[config.mk]
export PLATFORM = sky130hd
export DESIGN_NAME = rev_alu_pipe
export DESIGN_NICKNAME = d
export VERILOG_FILES = /design/src/rtl/rev_alu_pkg.sv /design/src/rtl/rev_alu_bit_cell.sv /design/src/rtl/rev_alu_pipe.sv
export SDC_FILE = /design/constraint.sdc
export NUM_CORES = 1
export LEC_CHECK = 0
export ABC_AREA = 0
export CAP_MARGIN = 20
export CELL_PAD_IN_SITES_DETAIL_PLACEMENT = 0
export CELL_PAD_IN_SITES_GLOBAL_PLACEMENT = 2
export CORE_AREA = 2 2 180 182
export CTS_BUF_LIST = sky130_fd_sc_hd__clkbuf_16
export CTS_CLUSTER_DIAMETER = 30
export DETAILED_ROUTE_END_ITERATION = 6
export DIE_AREA = 0 0 182 184
export PLACE_DENSITY = 0.91
export SLEW_MARGIN = 0
export SYNTH_ARGS = -nofsm -noshare
export SYNTH_HDL_FRONTEND = slang
export SYNTH_SLANG_ARGS = --single-unit
[constraint.sdc]
create_clock -name clk -period 20 [get_ports clk]
set_clock_uncertainty 0.05 [all_clocks]
set_input_delay 3 -clock clk [delete_from_list [all_inputs] [get_ports clk]]
set_output_delay 3 -clock clk [all_outputs]
set_load 0.05 [all_outputs]
[src/rtl/rev_alu_pkg.sv]
// rev_alu_pkg: opcode encodings and flag bundle shared by the reversible ALU pipeline
package rev_alu_pkg;
  localparam logic [2:0] OP_AND = 3'b000;
  localparam logic [2:0] OP_OR  = 3'b001;
  localparam logic [2:0] OP_XOR = 3'b010;
  localparam logic [2:0] OP_ADD = 3'b011;
  localparam logic [2:0] OP_SUB = 3'b100;
  localparam logic [2:0] OP_SHL = 3'b101;
  localparam logic [2:0] OP_SHR = 3'b110;
  localparam logic [2:0] OP_ASR = 3'b111;
  typedef struct packed {
    logic c;
    logic v;
    logic z;
    logic n;
  } flags_t;
endpackage

[src/rtl/rev_alu_bit_cell.sv]
// rev_alu_bit_cell: one-bit reversible add/sub cell with AND/OR/XOR taps
// Ports: i_a/i_b operand bits, i_sub inverts B, i_cin carry in;
//        o_sum/o_cout adder outputs, o_and/o_or/o_xor logic taps on the uninverted B.
module rev_alu_bit_cell (
  input  logic i_a,
  input  logic i_b,
  input  logic i_sub,
  input  logic i_cin,
  output logic o_sum,
  output logic o_cout,
  output logic o_and,
  output logic o_or,
  output logic o_xor
);
  logic w_bx, w_p, w_g;
  // Feynman gate conditionally inverts B for subtraction
  assign w_bx = i_b ^ i_sub;
  // Two cascaded Peres gates form the full adder: propagate/generate, then sum/carry
  assign w_p = i_a ^ w_bx;
  assign w_g = i_a & w_bx;
  assign o_sum = w_p ^ i_cin;
  assign o_cout = (w_p & i_cin) ^ w_g;
  // Toffoli AND, Feynman XOR; OR = AND ^ XOR
  assign o_and = i_a & i_b;
  assign o_xor = i_a ^ i_b;
  assign o_or = o_and ^ o_xor;
endmodule

[src/rtl/rev_alu_pipe.sv]
// rev_alu_pipe: two-stage valid/ready pipelined reversible-gate ALU with barrel shifts and flags
// Ports: clk, rst_n (async active-low); in_valid/in_ready input handshake with a, b, op, cin;
//        out_valid/out_ready output handshake with result, flag_c/v/z/n; op_count = completed outputs.
module rev_alu_pipe
  import rev_alu_pkg::*;
#(
  parameter int WIDTH = 32,
  localparam int SHW = $clog2(WIDTH),
  parameter int CNT_W = 16
) (
  input  logic             clk,
  input  logic             rst_n,
  input  logic             in_valid,
  output logic             in_ready,
  input  logic [WIDTH-1:0] a,
  input  logic [WIDTH-1:0] b,
  input  logic [2:0]       op,
  input  logic             cin,
  output logic             out_valid,
  input  logic             out_ready,
  output logic [WIDTH-1:0] result,
  output logic             flag_c,
  output logic             flag_v,
  output logic             flag_z,
  output logic             flag_n,
  output logic [CNT_W-1:0] op_count
);
  logic r_s1_valid, r_cin, r_out_valid;
  logic [WIDTH-1:0] r_a, r_b, r_result;
  logic [2:0] r_op;
  flags_t r_flags, w_nf;
  logic [CNT_W-1:0] r_op_count;
  logic w_s2_load, w_sub, w_left, w_fill;
  logic [WIDTH:0] w_c;
  logic [WIDTH-1:0] w_sum, w_and, w_or, w_xor, w_a_rev, w_sh_rev, w_shift, w_res;
  logic [SHW-1:0] w_amt;
  logic [WIDTH:0] w_st [SHW+1];
  assign w_s2_load = r_s1_valid & (~r_out_valid | out_ready);
  // Gated by rst_n so the port reads 0 for the whole time reset is held
  assign in_ready = rst_n & (~r_s1_valid | w_s2_load);
  assign w_sub = r_op == OP_SUB;
  assign w_c[0] = r_cin;
  for (genvar i = 0; i < WIDTH; i++) begin : g_bit
    rev_alu_bit_cell u_cell (
      .i_a(r_a[i]), .i_b(r_b[i]), .i_sub(w_sub), .i_cin(w_c[i]),
      .o_sum(w_sum[i]), .o_cout(w_c[i+1]),
      .o_and(w_and[i]), .o_or(w_or[i]), .o_xor(w_xor[i])
    );
  end
  // One right-shifting Fredkin-mux chain serves all shifts: SHL shifts the bit-reversed
  // operand. The extra LSB catches the last bit shifted out, which is the carry flag.
  assign w_amt = r_b[SHW-1:0];
  assign w_left = r_op == OP_SHL;
  assign w_fill = (r_op == OP_ASR) & r_a[WIDTH-1];
  assign w_st[0] = {w_left ? w_a_rev : r_a, 1'b0};
  for (genvar i = 0; i < WIDTH; i++) begin : g_rev
    assign w_a_rev[i] = r_a[WIDTH-1-i];
    assign w_sh_rev[i] = w_st[SHW][WIDTH-i];
  end
  for (genvar k = 0; k < SHW; k++) begin : g_stage
    localparam int S = 2 ** k;
    assign w_st[k+1] = w_amt[k] ? {{S{w_fill}}, w_st[k][WIDTH:S]} : w_st[k];
  end
  assign w_shift = w_left ? w_sh_rev : w_st[SHW][WIDTH:1];
  always_comb begin
    w_nf = '0;
    w_res = w_shift;
    w_nf.c = w_st[SHW][0];
    if (r_op == OP_AND || r_op == OP_OR || r_op == OP_XOR) begin
      w_res = r_op == OP_AND ? w_and : r_op == OP_OR ? w_or : w_xor;
      w_nf.c = 1'b0;
    end else if (r_op == OP_ADD || w_sub) begin
      w_res = w_sum;
      w_nf.c = w_c[WIDTH];
      // ADD overflows on like-signed operands, SUB on unlike-signed; both need a sign flip
      w_nf.v = ((r_a[WIDTH-1] ^ r_b[WIDTH-1]) == w_sub) & (w_sum[WIDTH-1] ^ r_a[WIDTH-1]);
    end
    w_nf.z = ~|w_res;
    w_nf.n = w_res[WIDTH-1];
  end
  always_ff @(posedge clk or negedge rst_n) begin
    if (!rst_n) begin
      r_s1_valid <= 1'b0;
      r_a <= '0;
      r_b <= '0;
      r_op <= '0;
      r_cin <= 1'b0;
      r_out_valid <= 1'b0;
      r_result <= '0;
      r_flags <= '0;
      r_op_count <= '0;
    end else begin
      if (in_valid && in_ready) begin
        r_s1_valid <= 1'b1;
        r_a <= a;
        r_b <= b;
        r_op <= op;
        r_cin <= cin;
      end else if (w_s2_load) begin
        r_s1_valid <= 1'b0;
      end
      if (w_s2_load) begin
        r_out_valid <= 1'b1;
        r_result <= w_res;
        r_flags <= w_nf;
      end else if (out_ready) begin
        r_out_valid <= 1'b0;
      end
      if (r_out_valid && out_ready) r_op_count <= r_op_count + 1'b1;
    end
  end
  assign out_valid = r_out_valid;
  assign result = r_result;
  assign flag_c = r_flags.c;
  assign flag_v = r_flags.v;
  assign flag_z = r_flags.z;
  assign flag_n = r_flags.n;
  assign op_count = r_op_count;
endmodule

Word level (Yosys, flattened, before mapping). Index checks and enable logic that the tools add are counted. W data, S select, Z words.

Bits in registers: 122. Logic and storage cells: 345. Output and inout bits: 54. Bits of input ports: 72.

Bitwise gates (word level): 297. Reductions and logical operators: 10. Equal/unequal tests: 7. Add/sub/neg operators: 1. Multiplexer cells: 18.

Operators by type and width (count): $xor A1 B1 Y1 (193); $mux W32 (6); $mux W33 (5); $and A1 B1 Y1 (100); $reduce_or A32 Y1 (1); $add A16 B1 Y16 const B (1); $eq A3 B3 Y1 const B (3); $eq A3 B2 Y1 const B (2); $mux W1 (6); $reduce_bool A2 Y1 (2); $eq A3 B1 Y1 const B (1); $logic_not A3 Y1 (1); $logic_or A1 B1 Y1 (3); $logic_and A1 B1 Y1 (2); $mux W2 (1); $not A1 Y1 (2); $or A1 B1 Y1 (2); $eq A1 B1 Y1 (1); $logic_not A1 Y1 (1).

Logic depth before layout (Yosys ltp).
Depth in word-level cells: 70. Gate-level depth with buffers: 48. Depth with buffers taken out: 46.

Modules after synthesis. A second synthesis with hierarchy kept.

Cell total of the unflattened synthesis: 1288. Area total of the unflattened synthesis: 11937.7 µm².

Modules (own cells, without submodules): rev_alu_pipe (area an instance 9495.4 µm², cells an instance 968, times used 1, seq. area each 3027.9 µm²); rev_alu_bit_cell (area an instance 76.3 µm², cells an instance 10, times used 32, seq. area each 0.0 µm²).

Least setup slack after synthesis. No wires, ideal clock.

Path type: reg2reg. Start: register r_op[1]. End: register r_flags (netlist bit flag_z). Buffers on the path: 3. Setup slack: 3.079 ns. Stages on the path, launching flop included: 48. Clock period less this slack: 16.921 ns. Library setup time: 0.068 ns. Data required time: 19.882 ns. Arrival time: 16.803 ns. Path through: dfrtp_1 > buf_2 > inv_1 > nand2_1 > nor2_1 > clkbuf_1 > buf_1 > xnor2_1 > fa_1 > fa_1 > fa_1 > fa_1 > fa_1 > fa_1 > fa_1 > fa_1 > fa_1 > fa_1 > (+12 left out) > fa_1 > fa_1 > fa_1 > fa_1 > fa_1 > fa_1 > fa_1 > fa_1 > fa_1 > mux2i_1 > a21oi_1 > nor2_1 > a2111oi_0 > o211ai_1 > nor4_1 > nand4b_1 > nor4b_2 > a32o_1.

Word-level cells in the longest chain between the ends: 70. Elaborated cells between the ends (all ways): 213. Classes of those cells: eq/ne (6); mux (11); bitwise (190); reduce/logical (6).

Ends and longest elaborated chain: start, declared (line rev_alu_pipe.sv:30) `logic [2:0] r_op;`; start signal, assigned (line rev_alu_pipe.sv:97) `r_op <= op;`; $eq A3 B3 Y1 (line rev_alu_pipe.sv:41) `assign w_sub = r_op == OP_SUB;`; $xor A1 B1 Y1 (line rev_alu_bit_cell.sv:17) `assign w_bx = i_b ^ i_sub;`; $xor A1 B1 Y1 (line rev_alu_bit_cell.sv:19) `assign w_p = i_a ^ w_bx;`; $and A1 B1 Y1 (line rev_alu_bit_cell.sv:22) `assign o_cout = (w_p & i_cin) ^ w_g;`; $xor A1 B1 Y1 (line rev_alu_bit_cell.sv:22); $and A1 B1 Y1 (line rev_alu_bit_cell.sv:22); $xor A1 B1 Y1 (line rev_alu_bit_cell.sv:22); $and A1 B1 Y1 (line rev_alu_bit_cell.sv:22); (+54 left out); $xor A1 B1 Y1 (line rev_alu_bit_cell.sv:22); $and A1 B1 Y1 (line rev_alu_bit_cell.sv:22); $xor A1 B1 Y1 (line rev_alu_bit_cell.sv:22); $xor A1 B1 Y1 (line rev_alu_bit_cell.sv:21) `assign o_sum = w_p ^ i_cin;`; $mux W32 (line rev_alu_pipe.sv:72) `end else if (r_op == OP_ADD || w_sub) begin`; $mux W32 (*) (line rev_alu_pipe.sv:69) `if (r_op == OP_AND || r_op == OP_OR || r_op == OP_XOR) begin`; $reduce_or A32 Y1 (*) (line rev_alu_pipe.sv:78) `w_nf.z = ~|w_res;`; $logic_not A1 Y1 (*) (line rev_alu_pipe.sv:78); end signal, assigned (line rev_alu_pipe.sv:105) `r_flags <= w_nf;`; end, declared (line rev_alu_pipe.sv:31) `flags_t r_flags, w_nf;`.

Every way passes the cells marked *; elsewhere a longest branch is shown, timed or not. A chain may end at the register's enable or synchronous reset.

Worst setup path after layout. Ends and elaborated chain as after synthesis.

==> flow_summary_export.csv <==
group,metric,value,unit
global_route,grt_use_total,25.4,%
global_route,grt_first_pass_wirelength,63700,um
floorplan,initial_utilization,36.9,%
sta,worst_slew_pin_slew,1.07,ns
worst_setup_path,reg2reg_depth,45,
cts,cts_made_buffers,17,
drt,pre_antenna_drt_iters,7,
finish,finalNetCount,1456,
sta,final_period_minus_worst_setup_slack,18.38,ns
yosys,synth-main-ff-cell,"sky130_fd_sc_hd__dfrtp_1",
yosys,total_number_of_yosys_warnings,0,
min_path,worst_hold_path_type,"reg -> reg",
sta,max_slew_margin,28.3,%
floorplan,io-pin-count,126,
drt,via_count,10300,
placement,dpl.cell_count,1670,
floorplan,chipHeight,184,um
cts,cts_htree_levels,4,
yosys,number_of_enable_type_register_cells_in_the_synthesized_netlist,0,
cts,max-clock-path-buffers,2,
yosys,synth-async-reset-ratio,100,%
worst_setup_path,setup.worst_path.end_class,"flip-flop",
sta,unrepaired_setup_endpoints_after_global_routing,"no",
yosys,synth_fp_nets,1381,
finish,layout-drive-gt1-share,16.5,%
placement,dpl_cell_area,0.0131,sq mm
sta,report.final.setup_viol,0,
worst_setup_path,worst-setup-path-type,"reg -> reg",
finish,layoutNonFillerInstCount,1702,
worst_setup_path,worst_path_most_repeated_cell,"sky130_fd_sc_hd__fa_1",
global_route,top_usage_layer,"met2",
min_path,whs_path_depth,2,
sta,finalSetupTns,0,ns
yosys,syn-cell-area,0.0116,sq mm
cts,ctsResizeCount,0,
finish,design_area,0.0137,sq mm
min_path,worst_hold_startpoint,"result[4]$_DFFE_PN0P_",
worst_setup_path,r2r_slack,1.62,ns
yosys,netlist_instances,1212,
placement,routabilityCongestion,0.973,
drt,postRouteAntennaNets,0,
global_route,grt_max_degree,70,
yosys,yosysUniqueCellTypes,81,
worst_setup_path,critical-path-max-stage-delay,0.80,ns
finish,post-route-util,43.5,%
global_route,use_met1,35.8,%
cts,clock_latency_of_the_later_clocked_register_in_the_worst_skew_pair,0.44,ns
drt,drt-wirelength-per-cell,24.6,um
cts,clk_root_buffer_cell,"sky130_fd_sc_hd__clkbuf_16",
worst_setup_path,worstPathArrival,18.69,ns
cts,cts_hold_buf,0,
drt,first_iter_violations,1351,
floorplan,core_area,0.0314,sq mm
cts,postCtsSetupRepairBufs,0,
power_and_ir_drop,peakVddDrop,0.0958,mV
global_route,global_routing_usage_on_met2,36.8,%
sta,final_hold_viol_count,0,
worst_setup_path,critPathMaxFanout,41,
global_route,first_global_vias,9925,
placement,io_port_bufs,125,
global_route,grt_util_met3,5.23,%
floorplan,floorplan.rows,65,
worst_setup_path,cp_num_buf_inv,2,
yosys,post_synth.cell_area_avg,9.55,sq um
min_path,min_delay_worst_endpoint,"result[4]$_DFFE_PN0P_",
yosys,synth.ff_latch_count,121,
cts,tritoncts,"built",
sta,fmax,54.4,MHz
power_and_ir_drop,power.density,127,mW/mm^2
global_route,globalRouteOverflowTotal,0,
worst_setup_path,crit_path_top_delay_cell,"sky130_fd_sc_hd__a2111oi_0",
job,max_cap_violations,0,
cts,clk_pin_slew_worst_paths,0.06,ns
worst_setup_path,r2r_end,"flag_z$_DFFE_PN0P_",
finish,num_antenna_cells,0,
sta,timing.final.max_slew_violations,0,
worst_setup_path,worst_r2r_startpoint,"r_op[1]$_DFFE_PN0P_",
power_and_ir_drop,static-leakage-power,5.76,nW
global_route,grt_antenna_before_repair,0,
cts,cts_sinks,121,
drt,finalWirelength,41900,um
finish,area_added_between_synthesis_and_finish,18.0,%
drt,drc_errors,2,
worst_setup_path,crit_start_category,"flip-flop",
floorplan,full_die_area,0.0335,sq mm
floorplan,die_w,182,um
drt,vias_per_std_cell,6.04,
yosys,yosysSeqAreaShare,26.2,%
placement,place_hpwl,31300,um
status,outcome,"complete, but fails checks",
status,failed_checks,"DRC",
worst_setup_path,critPathTopFamily,"adder cells",
worst_setup_path,worst_ep_required_time,20.32,ns
sta,period_share,91.9,%
finish,filler_instances,3060,
-- cells in the mapped netlist (15+ instances only) --
library cell | count | share of area, %
sky130_fd_sc_hd__a211oi_1 | 21 | 1.4
sky130_fd_sc_hd__a21oi_1 | 61 | 2.6
sky130_fd_sc_hd__buf_1 | 15 | 0.49
sky130_fd_sc_hd__buf_2 | 18 | 0.78
sky130_fd_sc_hd__clkbuf_1 | 47 | 1.5
sky130_fd_sc_hd__dfrtp_1 | 121 | 26
sky130_fd_sc_hd__fa_1 | 32 | 5.5
sky130_fd_sc_hd__ha_1 | 65 | 7.0
sky130_fd_sc_hd__inv_1 | 65 | 2.1
sky130_fd_sc_hd__mux2_2 | 114 | 11
sky130_fd_sc_hd__mux2i_1 | 99 | 8.6
sky130_fd_sc_hd__mux4_2 | 24 | 4.7
sky130_fd_sc_hd__nand2_1 | 107 | 3.5
sky130_fd_sc_hd__nand3_1 | 23 | 0.99
sky130_fd_sc_hd__nor2_1 | 84 | 2.7
sky130_fd_sc_hd__nor3_1 | 15 | 0.65
sky130_fd_sc_hd__o211ai_1 | 17 | 1.1
sky130_fd_sc_hd__o21ai_0 | 51 | 2.2
sky130_fd_sc_hd__o22ai_1 | 17 | 0.92
sky130_fd_sc_hd__xnor2_1 | 42 | 3.2
-- where the power goes --
group / switching (mW) / internal [mW]
clock network: 0.121 / 0.194
registers: 0.0893 / 0.306
logic: 0.635 / 0.393
total: 0.845 / 0.893
-- cell families (layout without fill, tap and decap cells) --
family	after synthesis	after routing	share of synthesized area (%)
flip-flops	121	121	26.2
AO/OA/AOI/OAI	263	263	15.5
XOR/XNOR	49	49	3.71
buffers and inverters	162	250	6.17
multiplexers	243	243	25.2
AND/OR/NAND/NOR	277	277	10.8
adder cells (fa/ha/maj)	97	97	12.6
-- sequential cells by signal, indices dropped and copies added (netlist names) --
| name | flops |
|---|---|
| flag_c | 1 |
| flag_v | 1 |
| flag_z | 1 |
| op_count | 16 |
| out_valid | 1 |
| r_a | 32 |
| r_b | 32 |
| r_cin | 1 |
| r_op | 3 |
| r_s1_valid | 1 |
| result | 32 |
-- worst max-delay path by stage --
| stage | depth (start not counted) | startpoint | slack [ns] | to |
|---|---|---|---|---|
| finish | 45 | r_op[1]$_DFFE_PN0P_ | 1.62 | flag_z$_DFFE_PN0P_ |
| global route | 45 | r_op[1]$_DFFE_PN0P_ | 0.87 | flag_z$_DFFE_PN0P_ |
| CTS | 45 | r_op[1]$_DFFE_PN0P_ | 1.62 | flag_z$_DFFE_PN0P_ |
| detailed placement | 45 | r_op[1]$_DFFE_PN0P_ | 1.73 | flag_z$_DFFE_PN0P_ |
| global placement | 45 | r_op[1]$_DFFE_PN0P_ | 2.00 | flag_z$_DFFE_PN0P_ |
| floorplan | 47 | r_op[1]$_DFFE_PN0P_ | 3.08 | flag_z$_DFFE_PN0P_ |
-- stage by stage --
step                hold slack, ns  power [mW]  setup slack (ns)
floorplan                    0.450        1.06              3.08
finish                       0.424        1.74              1.62
detailed placement           0.421        1.41              1.73
CTS                          0.434        1.73              1.62
global placement             0.411        1.39              2.00
global route                 0.460        1.83             0.867
-- metal layers --
metal | vias to the layer above | share of wire, %
li1 | 4584 | -
met1 | 5040 | 44
met2 | 556 | 42
met3 | 99 | 8.1
met4 | 0 | 5.3
met5 | - | 0
-- tightest hold or removal path, delay by kind of cell (launching register included) --
family / cells / cell delay, ns
simple gates: 1 / 0.05
compound gates: 1 / 0.06
flops: 1 / 0.34
-- final cells by class --
type,count,area (sq um),share of cell area [%]
repair buffers,148,1420,10.4
flip-flops and latches,121,3030,22.2
clock buffers,17,425,3.12
multi-input cells,929,7850,57.5
clock inverters,15,160,1.17
inverters,70,263,1.92
well taps,402,503,3.68
-- cells in the final DEF, fill, tap and decap left out, types with 21 or more instances in the layout --
cell / instances
sky130_fd_sc_hd__nand3_1: 23
sky130_fd_sc_hd__dfrtp_1: 118
sky130_fd_sc_hd__mux2_2: 114
sky130_fd_sc_hd__a211oi_1: 21
sky130_fd_sc_hd__nand2_1: 105
sky130_fd_sc_hd__inv_1: 68
sky130_fd_sc_hd__o21ai_0: 51
sky130_fd_sc_hd__ha_1: 65
sky130_fd_sc_hd__fa_1: 32
sky130_fd_sc_hd__clkdlybuf4s50_1: 124
sky130_fd_sc_hd__buf_4: 24
sky130_fd_sc_hd__xnor2_1: 42
sky130_fd_sc_hd__mux4_2: 24
sky130_fd_sc_hd__nor2_1: 83
sky130_fd_sc_hd__mux2i_1: 99
sky130_fd_sc_hd__a21oi_1: 61
(Power assumes the default switching activity.)
==> variant 1: new RTL, same settings <==
Change the parameter `CNT_W` from 16 to 32.
--- a/src/rtl/rev_alu_pipe.sv
+++ b/src/rtl/rev_alu_pipe.sv
@@ -6,7 +6,7 @@
 #(
   parameter int WIDTH = 32,
   localparam int SHW = $clog2(WIDTH),
-  parameter int CNT_W = 16
+  parameter int CNT_W = 32
 ) (
   input  logic             clk,
   input  logic             rst_n,
Interface: changed (resized op_count); port bits go from 126 to 142. The function was not compared with the original's and may differ.
==> variant 1 against the original RTL <==
- worst setup slack gained 2.2 ns
- power is 2.9% higher
- sequential power up 5%
- count of clock-buffer cells in the layout did not move
- synthesized area grew 6.9%
- non-clock buffer count increased by 10
- sequential cell count grew 16
- routed wire length grew 3.0%
- final area grew 6.8%
- highest routed layer unchanged
==> variant 1: results (changes against the original RTL) <==
<table>
<tr><th>Metric</th><th>Value</th></tr>
<tr><th colspan="2">Synth</th></tr>
<tr><td>Post-synth net total</td><td>1482 (was 1381)</td></tr>
<tr><td>Cell types with the largest area share after synthesis</td><td>dfrtp_1, mux2_2, mux4_2 (was dfrtp_1, mux2_2, mux2i_1)</td></tr>
<tr><td>Most instantiated cells after synthesis</td><td>dfrtp_1, nand2_1, inv_1, mux2_2, nor2_1 (was dfrtp_1, mux2_2, nand2_1, mux2i_1, nor2_1)</td></tr>
<tr><td>Synth cell types</td><td>73 (was 81)</td></tr>
<tr><th colspan="2">Status</th></tr>
<tr><td>Result of the run</td><td>completed (was finished, violations left)</td></tr>
<tr><th colspan="2">Place</th></tr>
<tr><td>Half-perimeter wire length after placement</td><td>32.0 mm (was 31.3 mm)</td></tr>
<tr><td>Input/output buffers</td><td>141 (was 125)</td></tr>
<tr><td>Placement-stage cell area</td><td>0.0140 sq mm (was 0.0131 sq mm)</td></tr>
<tr><th colspan="2">Finish</th></tr>
<tr><td>Fraction of layout instances using a drive strength above 1</td><td>0.158 (was 0.165)</td></tr>
<tr><td>Layout Nets</td><td>1565 (was 1456)</td></tr>
<tr><th colspan="2">Global route</th></tr>
<tr><td>Global-route total usage across every layer</td><td>0.259 (was 0.254)</td></tr>
<tr><td>Global-route wire length before repair</td><td>65.6 mm (was 63.7 mm)</td></tr>
<tr><td>Via count of the first global-routing pass</td><td>10400 (was 9925)</td></tr>
<tr><td>Largest net degree at the start of global routing</td><td>72 (was 70)</td></tr>
<tr><th colspan="2">Routing</th></tr>
<tr><td>Pre-antenna DRT Iters</td><td>6 (was 7)</td></tr>
<tr><td>Iteration-0 DRC Markers</td><td>1145 (was 1351)</td></tr>
<tr><td>Total wirelength of the detailed-routed design</td><td>43.1 mm (was 41.9 mm)</td></tr>
<tr><td>Via density</td><td>6.03 (was 6.04)</td></tr>
<tr><th colspan="2">Timing</th></tr>
<tr><td>Worst rel slew slack</td><td>0.138 (was 0.283)</td></tr>
<tr><th colspan="2">Clock network</th></tr>
<tr><td>Clock root cell</td><td>clkbuf_16 (unchanged)</td></tr>
<tr><th colspan="2">Power and ir drop</th></tr>
<tr><td>Leakage power</td><td>6.14 nW (was 5.76 nW)</td></tr>
<tr><td>Largest vdd supply drop</td><td>64.6 uV (was 95.8 uV)</td></tr>
<tr><th colspan="2">Worst setup path</th></tr>
<tr><td>Worst Path Max Fanout</td><td>61 (was 41)</td></tr>
<tr><td>Slowest cell on crit path</td><td>buf_4 (was a2111oi_0)</td></tr>
<tr><td>Delay contributed by the slowest stage of the critical path</td><td>0.56 ns (was 0.80 ns)</td></tr>
</table>
[variant 1: changes by cell type after synthesis, sizes merged, moves of 7 or more]
cell,before,now
a221oi,7,15
mux4,25,46
mux2i,100,50
nand3,23,31
nand2,107,137
a31oi,13,5
mux2,118,103
o21ai,52,59
inv,68,114
nand2b,3,10
xnor2,42,57
dfrtp,121,137
o211ai,17,8
[variant 1: layer usage]
| metal | track usage | vias up | part of all wire |
|---|---|---|---|
| li1 | - | 4862 | - |
| met2 | 0.394 | 612 | 0.45 |
| met3 | 0.0434 | 104 | 0.087 |
| met1 | 0.368 | 5336 | 0.43 |
| met4 | 0.105 | 0 | 0.037 |
| met5 | 0 | - | 0 |
[variant 1: final timing paths]
check | startpoint | endpoint | slack, ns
min in group asynchronous | rst_n | result[3] | 2.54
max reg2reg | r_op[2] | flag_z | 3.83
max | r_op[2] | flag_z | 3.83
max in group asynchronous | rst_n | r_op[2] | 15.99
min reg2reg | result[12] | result[12] | 0.42
min | result[12] | result[12] | 0.42
[variant 1: power by group]
part	internal, mW	switching, mW
logic	0.397	0.661
clock network	0.174	0.143
registers	0.338	0.0745
[variant 1: critical path: cells and delay by family (launching register included)]
| family | cells | cell delay (ns) |
|---|---|---|
| xor gates and xnor gates | 1 | 0.18 |
| buffers and inverters | 4 | 1.38 |
| and+or+nand+nor | 4 | 0.75 |
| adders and majority gates | 31 | 12.64 |
| DFF | 1 | 0.34 |
| muxes | 1 | 0.11 |
| AOI/OAI and AO/OA | 4 | 0.57 |
[variant 1: cell families (layout without fill, tap and decap cells)]
group                    after synthesis  in the layout  share of synthesized area
flip-flops                           137            137                      0.277
adder cells (fa/ha/maj)               97             97                      0.118
AND/OR/NAND/NOR                      342            342                      0.128
XOR/XNOR                              64             64                     0.0453
multiplexers                         199            199                      0.220
AO/OA/AOI/OAI                        264            264                      0.142
buffers and inverters                210            306                     0.0695
[variant 1: through the flow]
step | setup WS [ns] | util | std cells | hold slack [ns]
finish | 3.83 | 0.464 | 1811 | 0.422
floorplan | 4.77 | - | 1313 | 0.421
CTS | 3.94 | 0.464 | 1811 | 0.429
detailed placement | 4.03 | 0.446 | 1779 | 0.412
global route | 3.15 | 0.464 | 1811 | 0.443
global placement | 4.19 | 0.446 | 1779 | 0.403
[variant 1: layout make-up]
class	count	area [sq um]
Clock buffer	17	425
Clock inverter	15	144
Fill cell	2998	16800
Inverter	116	435
Multi-Input combinational cell	966	8100
Sequential cell	137	3430
Tap cell	402	503
Timing Repair Buffer	158	1540
==> variant 2: new RTL, same flow settings <==
Without the edit above. Put a register stage on the outputs `flag_c`, `flag_v`, `flag_z` and `flag_n`. The values now appear one clock later. The other outputs are not delayed to match.
--- a/src/rtl/rev_alu_pipe.sv
+++ b/src/rtl/rev_alu_pipe.sv
@@ -111,10 +111,12 @@
   end
   assign out_valid = r_out_valid;
   assign result = r_result;
-  assign flag_c = r_flags.c;
-  assign flag_v = r_flags.v;
-  assign flag_z = r_flags.z;
-  assign flag_n = r_flags.n;
+  always_ff @(posedge clk) begin
+    flag_c <= r_flags.c;
+    flag_v <= r_flags.v;
+    flag_z <= r_flags.z;
+    flag_n <= r_flags.n;
+  end
   assign op_count = r_op_count;
 endmodule
 
Function: changed (Yosys sat finds a counterexample within 4 cycles, from zero or initial values and one cycle with rst_n low).
==> variant 2 against the original RTL <==
- sequential cell count grew 4
- routed wire length grew 10%
- worst setup slack gained 0.55 ns
- first-iteration DRC count shrank 24%
- final area grew 3.0%
- power grew 1.5%
- sequential share of layout area shrank 0.066 points
- sequential power shrank 2%
- synthesized area grew 3.2%
- combinational power grew 5%
- critical endpoint is now r_flags[1]
- highest routed layer unchanged
==> variant 2: results (changes against the original RTL) <==
<table>
<tr><th>Metric</th><th>Value</th></tr>
<tr><th colspan="2">Synth</th></tr>
<tr><td>Synthesized area per cell</td><td>9.23 sq um (was 9.55 sq um)</td></tr>
<tr><td>Cell types with the largest area share after synthesis</td><td>dfrtp_1, mux2i_1, mux2_2 (was dfrtp_1, mux2_2, mux2i_1)</td></tr>
<tr><td>Compound-Gate Fraction of Synth Area</td><td>0.146 (was 0.155)</td></tr>
<tr><td>Most instantiated cells after synthesis</td><td>nand2_1, mux2i_1, dfrtp_1, nor2_1, mux2_2 (was dfrtp_1, mux2_2, nand2_1, mux2i_1, nor2_1)</td></tr>
<tr><td>Post-synthesis mux area share</td><td>0.242 (was 0.252)</td></tr>
<tr><td>Post-Synth Adder-Cell Area</td><td>0.122 (was 0.126)</td></tr>
<tr><td>Synth cell types</td><td>79 (was 81)</td></tr>
<tr><td>Share of flip-flops with an asynchronous set or reset</td><td>0.968 (was 1.00)</td></tr>
<tr><th colspan="2">Place</th></tr>
<tr><td>Worst slack, placed</td><td>2.24 ns (was 1.73 ns)</td></tr>
<tr><td>Half-perimeter wire length after placement</td><td>35.2 mm (was 31.3 mm)</td></tr>
<tr><td>Placement-stage cell area</td><td>0.0135 sq mm (was 0.0131 sq mm)</td></tr>
<tr><th colspan="2">Hold path</th></tr>
<tr><td>Hold path startpoint</td><td>r_flags[2] (was result[4])</td></tr>
<tr><td>Worst hold stages</td><td>0 (was 2)</td></tr>
<tr><td>Endpoint, Worst Hold</td><td>flag_v (was result[4])</td></tr>
<tr><th colspan="2">Global route</th></tr>
<tr><td>Global-route wire length before repair</td><td>69.5 mm (was 63.7 mm)</td></tr>
<tr><td>Via count of the first global-routing pass</td><td>10700 (was 9925)</td></tr>
<tr><td>Global-route total usage across every layer</td><td>0.282 (was 0.254)</td></tr>
<tr><th colspan="2">Status</th></tr>
<tr><td>Result of the run</td><td>completed (was finished, violations left)</td></tr>
<tr><th colspan="2">Routing</th></tr>
<tr><td>Pre-antenna DRT Iters</td><td>5 (was 7)</td></tr>
<tr><td>Iteration-0 DRC Markers</td><td>1031 (was 1351)</td></tr>
<tr><th colspan="2">Power and ir drop</th></tr>
<tr><td>Leakage power</td><td>6.06 nW (was 5.76 nW)</td></tr>
<tr><th colspan="2">Finish</th></tr>
<tr><td>Post-layout instance count excluding filler cells</td><td>1782 (was 1702)</td></tr>
<tr><td>Fraction of layout instances using a drive strength above 1</td><td>0.144 (was 0.165)</td></tr>
<tr><th colspan="2">Worst setup path</th></tr>
<tr><td>Worst Path Max Fanout</td><td>37 (was 41)</td></tr>
<tr><td>Delay contributed by the slowest stage of the critical path</td><td>0.71 ns (was 0.80 ns)</td></tr>
<tr><td>Endpoint of the worst register-to-register path</td><td>r_flags[1] (was flag_z)</td></tr>
<tr><td>Path depth of the worst reg2reg path</td><td>46 (was 45)</td></tr>
</table>
-- variant 2: cell count changes after synthesis, moves of 8 or more --
cell,before,now
mux2_2,114,84
o22ai_1,17,25
inv_1,65,76
a21oi_1,61,53
a22oi_1,2,11
mux2i_1,99,124
nand3_1,23,15
buf_1,15,24
nand2_1,107,142
o21ai_0,51,43
-- variant 2: cell type report --
type	count	area, sq um
sequential	125	3120
fill	3068	17300
clock inverter	15	123
inverter	80	300
multi-input combinational	986	8110
clock buffer	17	425
timing repair buffer	157	1490
tap	402	503
-- variant 2: metal layers --
layer | wire length (um) | GRT usage | vias to the layer above
met4 | 2460 | 0.147 | 0
met1 | 20100 | 0.383 | 5338
li1 | - | - | 4816
met5 | 0 | 0 | -
met2 | 19900 | 0.421 | 492
met3 | 3740 | 0.0616 | 112
-- variant 2: power breakdown --
part	internal [mW]	switching, mW	total [mW]
Sequential	0.316	0.0720	0.388
Combinational	0.398	0.684	1.08
Clock	0.170	0.124	0.293
